$ cat config.mk
export PLATFORM = sky130hd
export DESIGN_NAME = pid_uk
export DESIGN_NICKNAME = d
export VERILOG_FILES = /design/src/rtl/pid_uk.sv
export SDC_FILE = /design/constraint.sdc
export NUM_CORES = 2
export LEC_CHECK = 0
export CORE_UTILIZATION = 40
export DETAILED_ROUTE_END_ITERATION = 12
export GPL_TIMING_DRIVEN = 0
export PLACE_DENSITY = 0.61
export RECOVER_POWER = 100
export SLEW_MARGIN = 30
export SYNTH_ARGS = -nofsm -noshare
export SYNTH_HDL_FRONTEND = slang
export SYNTH_SLANG_ARGS = --single-unit
$ cat constraint.sdc
create_clock -name clk -period 23.3 [get_ports clk]
set_input_delay 5.825 -clock clk [delete_from_list [all_inputs] [get_ports clk]]
set_output_delay 5.825 -clock clk [all_outputs]
set_load 0.005 [all_outputs]
$ cat src/rtl/pid_uk.sv
// Incremental PID stage: u(k) = u(k-1) + q0*e(k) + q1*e(k-1) + q2*e(k-2).
// One shared multiplier is time-multiplexed over three cycles, then the sum is clamped to N bits.
module pid_uk #(
  parameter int N = 25,
  parameter int F = 16
) (
  input  logic         clk,
  input  logic         reset,
  input  logic         start,
  input  logic [N-1:0] ek,
  input  logic [N-1:0] q0,
  input  logic [N-1:0] q1,
  input  logic [N-1:0] q2,
  output logic [N-1:0] uk,
  output logic         busy,
  output logic         done
);

  typedef enum logic [2:0] {IDLE, MUL0, MUL1, MUL2, SAT} state_t;

  state_t state, state_nxt;

  logic signed [N-1:0]   e0, e1, e2, u_prev;
  logic signed [N+2:0]   acc;
  logic signed [N-1:0]   mul_a, mul_b;
  logic signed [2*N-1:0] prod;
  logic signed [N+2:0]   term;
  logic signed [N-1:0]   u_sat;

  // Arithmetic shift floors toward -inf; the cast keeps the low N+3 bits.
  function automatic logic signed [N+2:0] trunc_prod(input logic signed [2*N-1:0] p);
    return (N+3)'(p >>> F);
  endfunction

  // In range exactly when the bits above the N-bit sign position all match the sign.
  function automatic logic signed [N-1:0] sat_acc(input logic signed [N+2:0] a);
    if (a[N+2:N-1] == {4{a[N+2]}})
      return a[N-1:0];
    else if (a[N+2])
      return {1'b1, {(N-1){1'b0}}};
    else
      return {1'b0, {(N-1){1'b1}}};
  endfunction

  always_ff @(posedge clk) begin
    if (reset) state <= IDLE;
    else       state <= state_nxt;
  end

  always_comb begin
    state_nxt = state;
    mul_a     = q0;
    mul_b     = e0;
    case (state)
      IDLE: if (start) state_nxt = MUL0;
      MUL0: state_nxt = MUL1;
      MUL1: begin
        state_nxt = MUL2;
        mul_a     = q1;
        mul_b     = e1;
      end
      MUL2: begin
        state_nxt = SAT;
        mul_a     = q2;
        mul_b     = e2;
      end
      SAT:     state_nxt = IDLE;
      default: state_nxt = IDLE;
    endcase
  end

  assign prod  = (2*N)'(mul_a) * (2*N)'(mul_b);
  assign term  = trunc_prod(prod);
  assign u_sat = sat_acc(acc);

  always_ff @(posedge clk) begin
    if (reset) begin
      uk     <= '0;
      e0     <= '0;
      e1     <= '0;
      e2     <= '0;
      u_prev <= '0;
      acc    <= '0;
      done   <= 1'b0;
      busy   <= 1'b0;
    end else begin
      done <= 1'b0;
      case (state)
        IDLE: if (start) begin
          e0   <= ek;
          acc  <= {{3{u_prev[N-1]}}, u_prev};
          busy <= 1'b1;
        end
        MUL0, MUL1, MUL2: acc <= acc + term;
        SAT: begin
          // History keeps the clamped value so the integrator cannot wind up.
          uk     <= u_sat;
          u_prev <= u_sat;
          e2     <= e1;
          e1     <= e0;
          done   <= 1'b1;
          busy   <= 1'b0;
        end
        default: ;
      endcase
    end
  end

endmodule

==> key figures <==
Synthesis
  – Dominant cell type by area after synthesis: sky130_fd_sc_hd__fa_1
  – Number of register bits inferred by synthesis: 133
  – Number of distinct library cells after synthesis: 56
  – Nets in the synthesized netlist: 4065
  – Register area share after synthesis: 0.0981
  – Share of flip-flops with an asynchronous set or reset after synthesis: 0
  – Cells taking the most area after synthesis: sky130_fd_sc_hd__fa_1, sky130_fd_sc_hd__dfxtp_1, sky130_fd_sc_hd__inv_1
  – Dominant register cell in the synthesized netlist: sky130_fd_sc_hd__dfxtp_1
  – Cells after Synth: 3208
  – Synth warn: 0
  – Number of synthesized flops with an enable pin: 0
  – Synthesized area per cell: 8.46 um^2
  – Fraction of post-synthesis cell area in the top cell type by area: 0.437
  – Post-Synthesis Cell Area: 27100 um^2

Setup path
  – FF-to-FF path depth: 42
  – Type of the setup path with the least slack: in -> reg
  – Reg-to-Reg Start: state[0]
  – Endpoint of the worst-slack reg-to-reg timing path: acc[27]
  – Data arrival time at the worst-slack endpoint: 18.81 ns
  – Flop2flop setup slack: 8.73 ns
  – Worst Path Required: 23.65 ns
  – Critical path capture point type: flip-flop
  – Kind of start point of the critical path: primary input
  – Crit. Startpoint: q1[6]
  – CP dominant cell by count: sky130_fd_sc_hd__fa_1
  – Worst-path maximum fanout: 10
  – Critical-path top delay cell: sky130_fd_sc_hd__o21ai_0
  – Largest incremental delay on the critical path: 1.50 ns

STA
  – Final-report hold violation count: 0
  – Number of max-slew violations in the final report: 5
  – Final total negative setup slack: 0 ns
  – RSZ-0062 raised after global routing: false
  – Post-route clock skew: 0.0149 ns
  – Final critical-path setup slack: 4.84 ns
  – Max Clk Rate: 54.2 MHz
  – Remaining max-slew budget at the tightest pin: -0.314
  – Final Critical Period: 18.46 ns
  – Actual transition at the worst max-transition pin: 1.95 ns
  – Finish-stage setup viols: 0
  – Fin crit share: 0.792

Detailed routing
  – Total wire length: 98300 um
  – Detailed router's first-iteration violation count: 1876
  – DRC violation count after routing: 0
  – Routed WL per cell: 23.1 um
  – Number of vias per cell after detailed routing: 5.28
  – Number of antenna-violating nets in the routed design: 0
  – Pre-Repair DR Iteration Count: 6
  – Total number of vias: 22400

Clock tree
  – Worst-case clock buffer depth: 2
  – Setup Fix Bufs, Post-CTS: 0
  – H-tree lvl count: 4
  – Cts hold-fix bufs: 0
  – Register clock-pin slew on the reported worst setup and hold paths: 0.07 ns
  – Root buffer cell: sky130_fd_sc_hd__clkbuf_16
  – Number of cells upsized or downsized after cts: 0
  – Clk_lat worst skew: 0.43 ns
  – Clock sink total: 133
  – Clock tree from TritonCTS: built
  – Total clock buffers created by CTS: 17

Final layout
  – Area grow syn2layout: 11.4%
  – Fraction of layout instances using a drive strength above 1: 0.0243
  – Sequential standard cell area: 2660 um^2
  – Area taken by multi-input logic gates: 21500 um^2
  – Final #Nets: 4216
  – Fill cells: 6701
  – Layout Utilization: 0.450

Placed design
  – Placer congestion estimate: 1.04
  – Worst Setup Slack post-DPL: 5.84 ns
  – Half-perimeter wire length after placement: 81900 um
  – Number of buffer cells added on primary ports: 129

Pwr
  – Sequential fraction of design power: 0.063
  – Power spent charging and discharging nets: 0.00243 W
  – Static Leakage: 14.3 nW
  – Power share of the clock group: 0.068
  – Internal Power: 0.00182 W
  – Logic gate share of total power: 0.869
  – Maximum vdd drop: 0.125 mV
  – Net Sw Frac: 0.572
  – Power density cells: 140 nW/um^2

Run status
  – Violated checks: capacitance limit, slew limit
  – Outcome: finished, violations left

Floorplanning
  – Full die area: 68900 um^2
  – Starting Density: 0.404
  – Number of cell rows: 95
  – # IOs: 130
  – Floorplan die height: 262 um
  – Floorplan die width: 262 um
  – Std-Cell Core Area: 67200 um^2

GRT
  – Wire length of the first global-routing pass: 149000 um
  – Number of antenna violations at the first check in global routing: 5
  – Largest net degree at the start of global routing: 17
  – Total congestion overflow after global routing: 0
  – Number of global-route vias before repair: 23500
  – Total routing usage reported by global routing: 0.294

Min path
  – Hold Path Cell Cnt: 2
  – Class of the tightest hold or removal check: reg -> reg
  – Hold Crit Start: e2[11]
  – Hold Path Sink: e2[11]

Flow run
  – Max Cap Violations: 1
## per-stage QoR
step	hold slack, ns	total power (W)	instances	area (um^2)
3_3_place_gp	0.441	0.00393	4210	29500
3_5_place_dp	0.446	0.00392	4213	29600
2_1_floorplan	0.433	0.00280	3208	27100
4_1_cts	0.455	0.00425	4245	30200
5_1_grt	0.470	0.00468	4245	30200
6_report	0.454	0.00425	4248	30200
## power groups by stage
stage / sequential (W) / clock, W / combinational (W)
global route: 0.000271 / 0.000299 / 0.00411
CTS: 0.000268 / 0.000289 / 0.00370
finish: 0.000269 / 0.000287 / 0.00369
floorplan: 0.000266 / 0 / 0.00254
global placement: 0.000273 / 0 / 0.00365
detailed placement: 0.000273 / 0 / 0.00365
## state kept, by name, indices dropped and copies added (netlist names)
signal,count
acc,28
busy,1
done,1
e0,25
e1,25
e2,25
state,3
u_prev,25
## worst max-delay path by stage
stage                          to  slack (ns)  cells past startpoint
after global routing      acc[27]        4.51                     39
after CTS                 acc[27]        6.21                     39
after global placement    acc[27]        5.33                     39
final                     acc[27]        4.84                     39
after floorplan           acc[26]        8.75                     37
after detailed placement  acc[27]        5.84                     38
## cell families (layout without fill, tap and decap cells)
family                   after synthesis  in the layout  synth area share
AND/OR/NAND/NOR                     1031           1031             0.151
XOR/XNOR                              74             74            0.0239
buffers and inverters                791            955             0.110
AO/OA/AOI/OAI                        360            360            0.0803
flip-flops                           133            133            0.0981
adder cells (fa/ha/maj)              754            754             0.512
other                                  0              3                 0
multiplexers                          65             65            0.0246
## critical path: cells and delay by family
kind	cells	cell delay, ns
AND/OR/NAND/NOR	6	1.62
adder cells (fa/ha/maj)	9	4.16
buffers and inverters	7	1.51
XOR/XNOR	2	0.64
AO/OA/AOI/OAI	14	4.93
multiplexers	1	0.10
## area by class of cell
type | instances | share of cell area
multi-input cells | 2284 | 0.712
flip-flops and latches | 133 | 0.0881
inverters | 634 | 0.0787
repair buffers | 132 | 0.0436
well taps | 873 | 0.0361
plain buffers | 157 | 0.0202
clock buffers | 17 | 0.0141
clock inverters | 15 | 0.00703
diodes | 3 | 0.000248
## routing by layer
| metal | vias to the layer above | track usage | share of wire |
|---|---|---|---|
| met5 | - | 0.0159 | 0.0019 |
| met4 | 6 | 0.105 | 0.038 |
| met3 | 180 | 0.0621 | 0.096 |
| met2 | 1118 | 0.465 | 0.45 |
| met1 | 11200 | 0.396 | 0.42 |
| li1 | 9971 | - | - |
## placed cells by master (no fill, tap or decap), drive strengths merged, types with 52 or more instances in the layout
cell	Yosys	layout
clkdlybuf4s50	0	99
ha	161	161
dfxtp	133	133
mux2i	52	52
nor2	394	394
nand2	528	528
fa	593	593
a21oi	154	154
o21ai	76	76
clkbuf	148	167
inv	634	641
## Yosys cell counts, types with 8 or more instances
cell type                    n
sky130_fd_sc_hd__inv_1     634
sky130_fd_sc_hd__fa_1      593
sky130_fd_sc_hd__nand2_1   528
sky130_fd_sc_hd__nor2_1    394
sky130_fd_sc_hd__ha_1      161
sky130_fd_sc_hd__a21oi_1   154
sky130_fd_sc_hd__clkbuf_1  148
sky130_fd_sc_hd__dfxtp_1   133
sky130_fd_sc_hd__o21ai_0    56
sky130_fd_sc_hd__mux2i_1    52
sky130_fd_sc_hd__xnor2_1    51
sky130_fd_sc_hd__o21a_1     41
sky130_fd_sc_hd__nor3_1     39
sky130_fd_sc_hd__a21o_1     27
sky130_fd_sc_hd__xor2_1     23
sky130_fd_sc_hd__o21ai_1    18
sky130_fd_sc_hd__nand2b_1   14
sky130_fd_sc_hd__a311oi_1   12
sky130_fd_sc_hd__mux2_2     11
sky130_fd_sc_hd__nand3_1    10
sky130_fd_sc_hd__or2_2      10
sky130_fd_sc_hd__a22oi_1     8
sky130_fd_sc_hd__nor2b_1     8
sky130_fd_sc_hd__o21bai_1    8
No activity file was read; power rests on OpenSTA's default activity.
